`src/rtl/wb_arbiter.sv`:
```
`default_nettype none
// ============================================================================
// Module      : wb_arbiter
// Description : Write-back arbiter for the register file write port. Merges
//               single-cycle ALU results with load returns, buffers loads
//               that lose arbitration, and tracks pending loads so decode
//               can stall on load-use / WAW hazards.
// Revision    : 1.0 - initial release
// ============================================================================
module wb_arbiter #(
  parameter int DEPTH = 2,
  parameter int XLEN  = 32
) (
  input  logic            i_clk,
  input  logic            i_rst,
  input  logic            i_alu_valid,
  input  logic [4:0]      i_alu_rd,
  input  logic [XLEN-1:0] i_alu_data,
  input  logic            i_ld_issue,
  input  logic [4:0]      i_ld_issue_rd,
  input  logic            i_ld_valid,
  output logic            o_ld_ready,
  input  logic [4:0]      i_ld_rd,
  input  logic [XLEN-1:0] i_ld_data,
  input  logic [4:0]      i_chk_rs1,
  input  logic [4:0]      i_chk_rs2,
  input  logic [4:0]      i_chk_rd,
  output logic            o_hazard,
  output logic            o_wb_en,
  output logic [4:0]      o_wb_rd,
  output logic [XLEN-1:0] o_wb_data,
  output logic            o_busy
);

  localparam int PW = (DEPTH > 1) ? $clog2(DEPTH) : 1;
  localparam int CW = $clog2(DEPTH) + 1;
  localparam logic [CW-1:0] c_FULL = CW'(DEPTH);

  // Load-return buffer storage (no reset needed: validity is tracked by count)
  logic [4:0]      r_buf_rd   [DEPTH];
  logic [XLEN-1:0] r_buf_data [DEPTH];
  logic [PW-1:0]   r_wr_ptr;
  logic [PW-1:0]   r_rd_ptr;
  logic [CW-1:0]   r_count;
  logic [31:0]     r_pending;
  logic            r_wb_en;
  logic [4:0]      r_wb_rd;
  logic [XLEN-1:0] r_wb_data;

  logic            w_empty;
  logic            w_ld_acc;
  logic            w_pop;
  logic            w_bypass;
  logic            w_push;
  logic            w_ld_write;
  logic [4:0]      w_wr_rd;
  logic [XLEN-1:0] w_wr_data;
  logic            w_wr_en;
  logic [31:0]     w_pend_nxt;

  // Ready depends only on the pre-pop count, so a full buffer refuses even if it pops this cycle
  assign o_ld_ready = ~i_rst & (r_count != c_FULL);
  assign w_empty    = (r_count == '0);
  assign w_ld_acc   = i_ld_valid & o_ld_ready;
  assign w_pop      = ~i_alu_valid & ~w_empty;
  assign w_bypass   = w_ld_acc & ~i_alu_valid & w_empty;
  assign w_push     = w_ld_acc & ~w_bypass;
  assign w_ld_write = w_pop | w_bypass;

  // Write-port source select: ALU, then buffer head, then direct load return
  always_comb begin
    w_wr_rd   = i_ld_rd;
    w_wr_data = i_ld_data;
    if (i_alu_valid) begin
      w_wr_rd   = i_alu_rd;
      w_wr_data = i_alu_data;
    end else if (w_pop) begin
      w_wr_rd   = r_buf_rd[r_rd_ptr];
      w_wr_data = r_buf_data[r_rd_ptr];
    end
    w_wr_en = (i_alu_valid | w_ld_write) & (w_wr_rd != 5'd0);
  end

  // Scoreboard update: clear on a load write, set on issue; set wins on conflict
  always_comb begin
    w_pend_nxt = r_pending;
    if (w_ld_write) begin
      w_pend_nxt[w_wr_rd] = 1'b0;
    end
    if (i_ld_issue) begin
      w_pend_nxt[i_ld_issue_rd] = 1'b1;
    end
    w_pend_nxt[0] = 1'b0;
  end

  // Buffer payload write at the tail
  always_ff @(posedge i_clk) begin
    if (w_push) begin
      r_buf_rd[r_wr_ptr]   <= i_ld_rd;
      r_buf_data[r_wr_ptr] <= i_ld_data;
    end
  end

  // Buffer pointers, occupancy and scoreboard state
  always_ff @(posedge i_clk) begin
    if (i_rst) begin
      r_wr_ptr  <= '0;
      r_rd_ptr  <= '0;
      r_count   <= '0;
      r_pending <= '0;
    end else begin
      if (w_push) begin
        r_wr_ptr <= r_wr_ptr + PW'(1);
      end
      if (w_pop) begin
        r_rd_ptr <= r_rd_ptr + PW'(1);
      end
      r_count   <= r_count + CW'(w_push) - CW'(w_pop);
      r_pending <= w_pend_nxt;
    end
  end

  // Registered write port; rd/data hold their last value when no write occurs
  always_ff @(posedge i_clk) begin
    if (i_rst) begin
      r_wb_en   <= 1'b0;
      r_wb_rd   <= 5'd0;
      r_wb_data <= '0;
    end else begin
      r_wb_en <= w_wr_en;
      if (w_wr_en) begin
        r_wb_rd   <= w_wr_rd;
        r_wb_data <= w_wr_data;
      end
    end
  end

  assign o_wb_en   = r_wb_en;
  assign o_wb_rd   = r_wb_rd;
  assign o_wb_data = r_wb_data;
  assign o_hazard  = r_pending[i_chk_rs1] | r_pending[i_chk_rs2] | r_pending[i_chk_rd];
  assign o_busy    = (r_count != '0) | (|r_pending);

endmodule
`default_nettype wire

```
`config.mk`:
```
export PLATFORM = sky130hd
export DESIGN_NAME = wb_arbiter
export DESIGN_NICKNAME = d
export VERILOG_FILES = /design/src/rtl/wb_arbiter.sv
export SDC_FILE = /design/constraint.sdc
export NUM_CORES = 1
export LEC_CHECK = 0
export BUFFER_PORTS_ARGS = -buffer_cell sky130_fd_sc_hd__buf_2
export CORE_ASPECT_RATIO = 1.5
export CORE_MARGIN = 3
export CORE_UTILIZATION = 35
export CTS_CLUSTER_SIZE = 12
export DETAILED_ROUTE_END_ITERATION = 7
export HOLD_SLACK_MARGIN = 0.15
export PLACE_DENSITY = 0.57
export SLEW_MARGIN = 20
export SYNTH_ARGS = -nofsm -noshare
export SYNTH_HDL_FRONTEND = slang
export SYNTH_SLANG_ARGS = --single-unit
```
`constraint.sdc`:
```
create_clock -name i_clk -period 4.3 [get_ports i_clk]
set_input_delay 0.86 -clock i_clk [delete_from_list [all_inputs] [get_ports i_clk]]
set_output_delay 0.86 -clock i_clk [all_outputs]
set_load 0.01 [all_outputs]
```
==> impl_metrics.csv <==
group,metric,value,unit
status,status,"finished, final reports clean",
routing,drt-wirelength-per-cell,18.9,um
logic_synthesis,ys_ff_latch,148,
worst_setup_path,start_kind,"input pin",
logic_synthesis,synth_edf_count,74,
pwr,powerDensity,507,mW/mm^2
placed_design,routabilityCongestion,0.876,
worst_setup_path,cp.required,3440,ps
clock_network,cts_tree,"built",
clock_network,numCtsBuffers,17,
floorplan,die_y,187,um
finish,finish.utilization,42.9,%
flow_run,max-cap-violations,0,
floorplan,die-area,0.0238,mm^2
worst_setup_path,cp.arrival,2500,ps
worst_setup_path,cp_max_fo,14,
finish,drive_gt1_share,28.5,%
finish,syn_to_final_growth,19.0,%
clock_network,clockBufferDepth,2,
pwr,p_leak,0.00353,uW
worst_setup_path,critPathLaunch,"i_chk_rs2[1]",
grt,grt_overflow_total,0,
logic_synthesis,syn_avg_cell_area,10.7,um^2
routing,vias,6060,
placed_design,hpwl,14.7,mm
routing,routed_wl,21.0,mm
timing,hold_violations,0,
logic_synthesis,synth_cells,716,
logic_synthesis,ys.flop_type,"edfxtp_1",
routing,viasPerCell,5.47,
clock_network,root_buffer,"clkbuf_16",
placed_design,io_buffers,139,
floorplan,initial_utilization,36.0,%
grt,antenna_found_initial,5,
worst_setup_path,cp-end-kind,"output port",
logic_synthesis,synth_area,0.00768,mm^2
pwr,ir_drop,0.303,mV
routing,drc,0,
timing,report.final.setup_viol,0,
grt,grt_usage,17.8,%
floorplan,core-area,0.0213,mm^2
logic_synthesis,yosysSeqAreaShare,48.2,%
clock_network,clk_pin_slew,60,ps
floorplan,die_w,127,um
grt,grt_pass1_vias,6038,
grt,grt_max_degree,49,
worst_hold_path,min_from,"o_wb_data[13]",
worst_setup_path,r2r-start,"r_count[1]",
routing,detail-route-antenna-nets,0,
timing,tightest_slew,1080,ps
grt,grt_pass1_wl,33.2,mm
logic_synthesis,syn-num-nets,817,
floorplan,num_io_pins,140,
floorplan,rows,65,
timing,finalMaxSlewViolations,0,
logic_synthesis,ys_warn_count,0,
finish,nets,926,
timing,worst_slew_margin_rel,28.0,%
timing,rsz0062_at_grt,"no",
clock_network,cts_resized,0,
clock_network,postCtsHoldBufs,0,
timing,fin_worst_skew,11.2,ps
timing,fin_crit_sh,78.2,%
routing,drtPass1Iterations,5,
worst_hold_path,holdCritPathClass,"flip-flop to flip-flop",
logic_synthesis,synth.distinct_cells,60,
timing,finalCriticalPeriod,3360,ps
clock_network,cts.sinks,148,
clock_network,clk_latency,420,ps
clock_network,cts_setup_buffers,0,
clock_network,htree_levels,4,
timing,max_freq,297,MHz
routing,dr.first_iter.drc_count,306,
worst_setup_path,crit_type,"input pin to output port",
logic_synthesis,ys_async_sr_fraction,0,%
timing,tns,0,ps
## cells by family after synthesis
group / count (synthesis) / share of synthesized area [%]
buffers and inverters: 99 / 5.61
DFF: 148 / 48.2
muxes: 71 / 12.4
and+or+nand+nor: 225 / 14.4
adders and majority gates: 2 / 0.326
AOI/OAI and AO/OA: 167 / 18.6
xor gates and xnor gates: 4 / 0.456
## cell usage after synthesis, types with 7 or more instances
master    instances  share of area [%]
nor2_1           44                2.2
nand3_1           7               0.46
buf_2            11               0.72
clkbuf_1         36                1.8
o31ai_1           9               0.88
o21ai_0          19                1.2
nor2b_1          10               0.81
nor4_1            8               0.65
nand2_1          81                4.0
mux2i_1          49                6.4
a211o_1          34                3.9
mux4_2           19                5.6
dfxtp_1          74                 19
and3_1           33                2.7
a221oi_2         28                5.5
nor3_1           11               0.72
a21oi_1          33                2.2
edfxtp_1         74                 29
inv_1            39                1.9
nor3b_1           7               0.68
## final timing paths
check                  end  cells past startpoint  slack [ps]
max reg2reg   o_wb_data[7]                      6        1390
min reg2reg  o_wb_data[13]                      2         460
max               o_hazard                      6         940
min          o_wb_data[13]                      2         460
## critical path: stages
cell and delay, ps:
buf_2 300, mux4_2 550, mux2_2 280, a311oi_1 260, nand4_1 100, buf_2 150
## cell type report
type | instances | area [um^2]
inverters | 39 | 146
multi-input cells | 469 | 3560
repair buffers | 150 | 803
diodes | 2 | 5.00
clock buffers | 26 | 546
clock inverters | 6 | 37.5
flip-flops and latches | 148 | 3700
fillers | 2081 | 12200
well taps | 268 | 335
## routing by layer
layer	global-route usage, %	part of all wire (%)	wire length, um	up-vias
met3	4.77	5.6	1180	36
li1	-	-	-	2927
met1	21.0	41	8560	2904
met4	6.94	2.6	543	6
met2	30.6	51	10700	187
met5	0	0.16	34	-
## registers in the layout, summed over array words and instances (netlist names), named ones only
signal and flops:
o_wb_data 32, r_rd_ptr 1, r_buf_rd 10, r_count 2, o_wb_en 1, r_pending 31, o_wb_rd 5, r_buf_data 64
r_wr_ptr 1
## power breakdown
| group | internal [uW] | switching [uW] | total, uW | leakage, uW |
|---|---|---|---|---|
| Combinational | 575 | 861 | 1440 | 0.00195 |
| Clock | 875 | 570 | 1440 | 0.000294 |
| Sequential | 1660 | 94.5 | 1760 | 0.00128 |
| Total | 3110 | 1530 | 4640 | 0.00353 |
## layout by cell type (no fill, tap or decap), drive strengths merged, types with 26 or more instances in the layout
cell type    n
nor2        44
buf        150
inv         40
nand2       81
clkbuf      26
and3        33
mux2i       49
edfxtp      74
dfxtp       74
a211o       34
a21oi       33
a221oi      34
## per-stage QoR
stage	instances	setup WS, ps	hold slack, ps	instance area (um^2)	total power, uW
6_report	1108	938	456	9140	4640
5_1_grt	1108	864	469	9140	4910
4_1_cts	1106	935	458	9130	4700
3_5_place_dp	1074	938	449	8550	3240
3_3_place_gp	1074	970	445	8550	3230
2_1_floorplan	716	402	471	7680	2830
(Power assumes the default switching activity.)
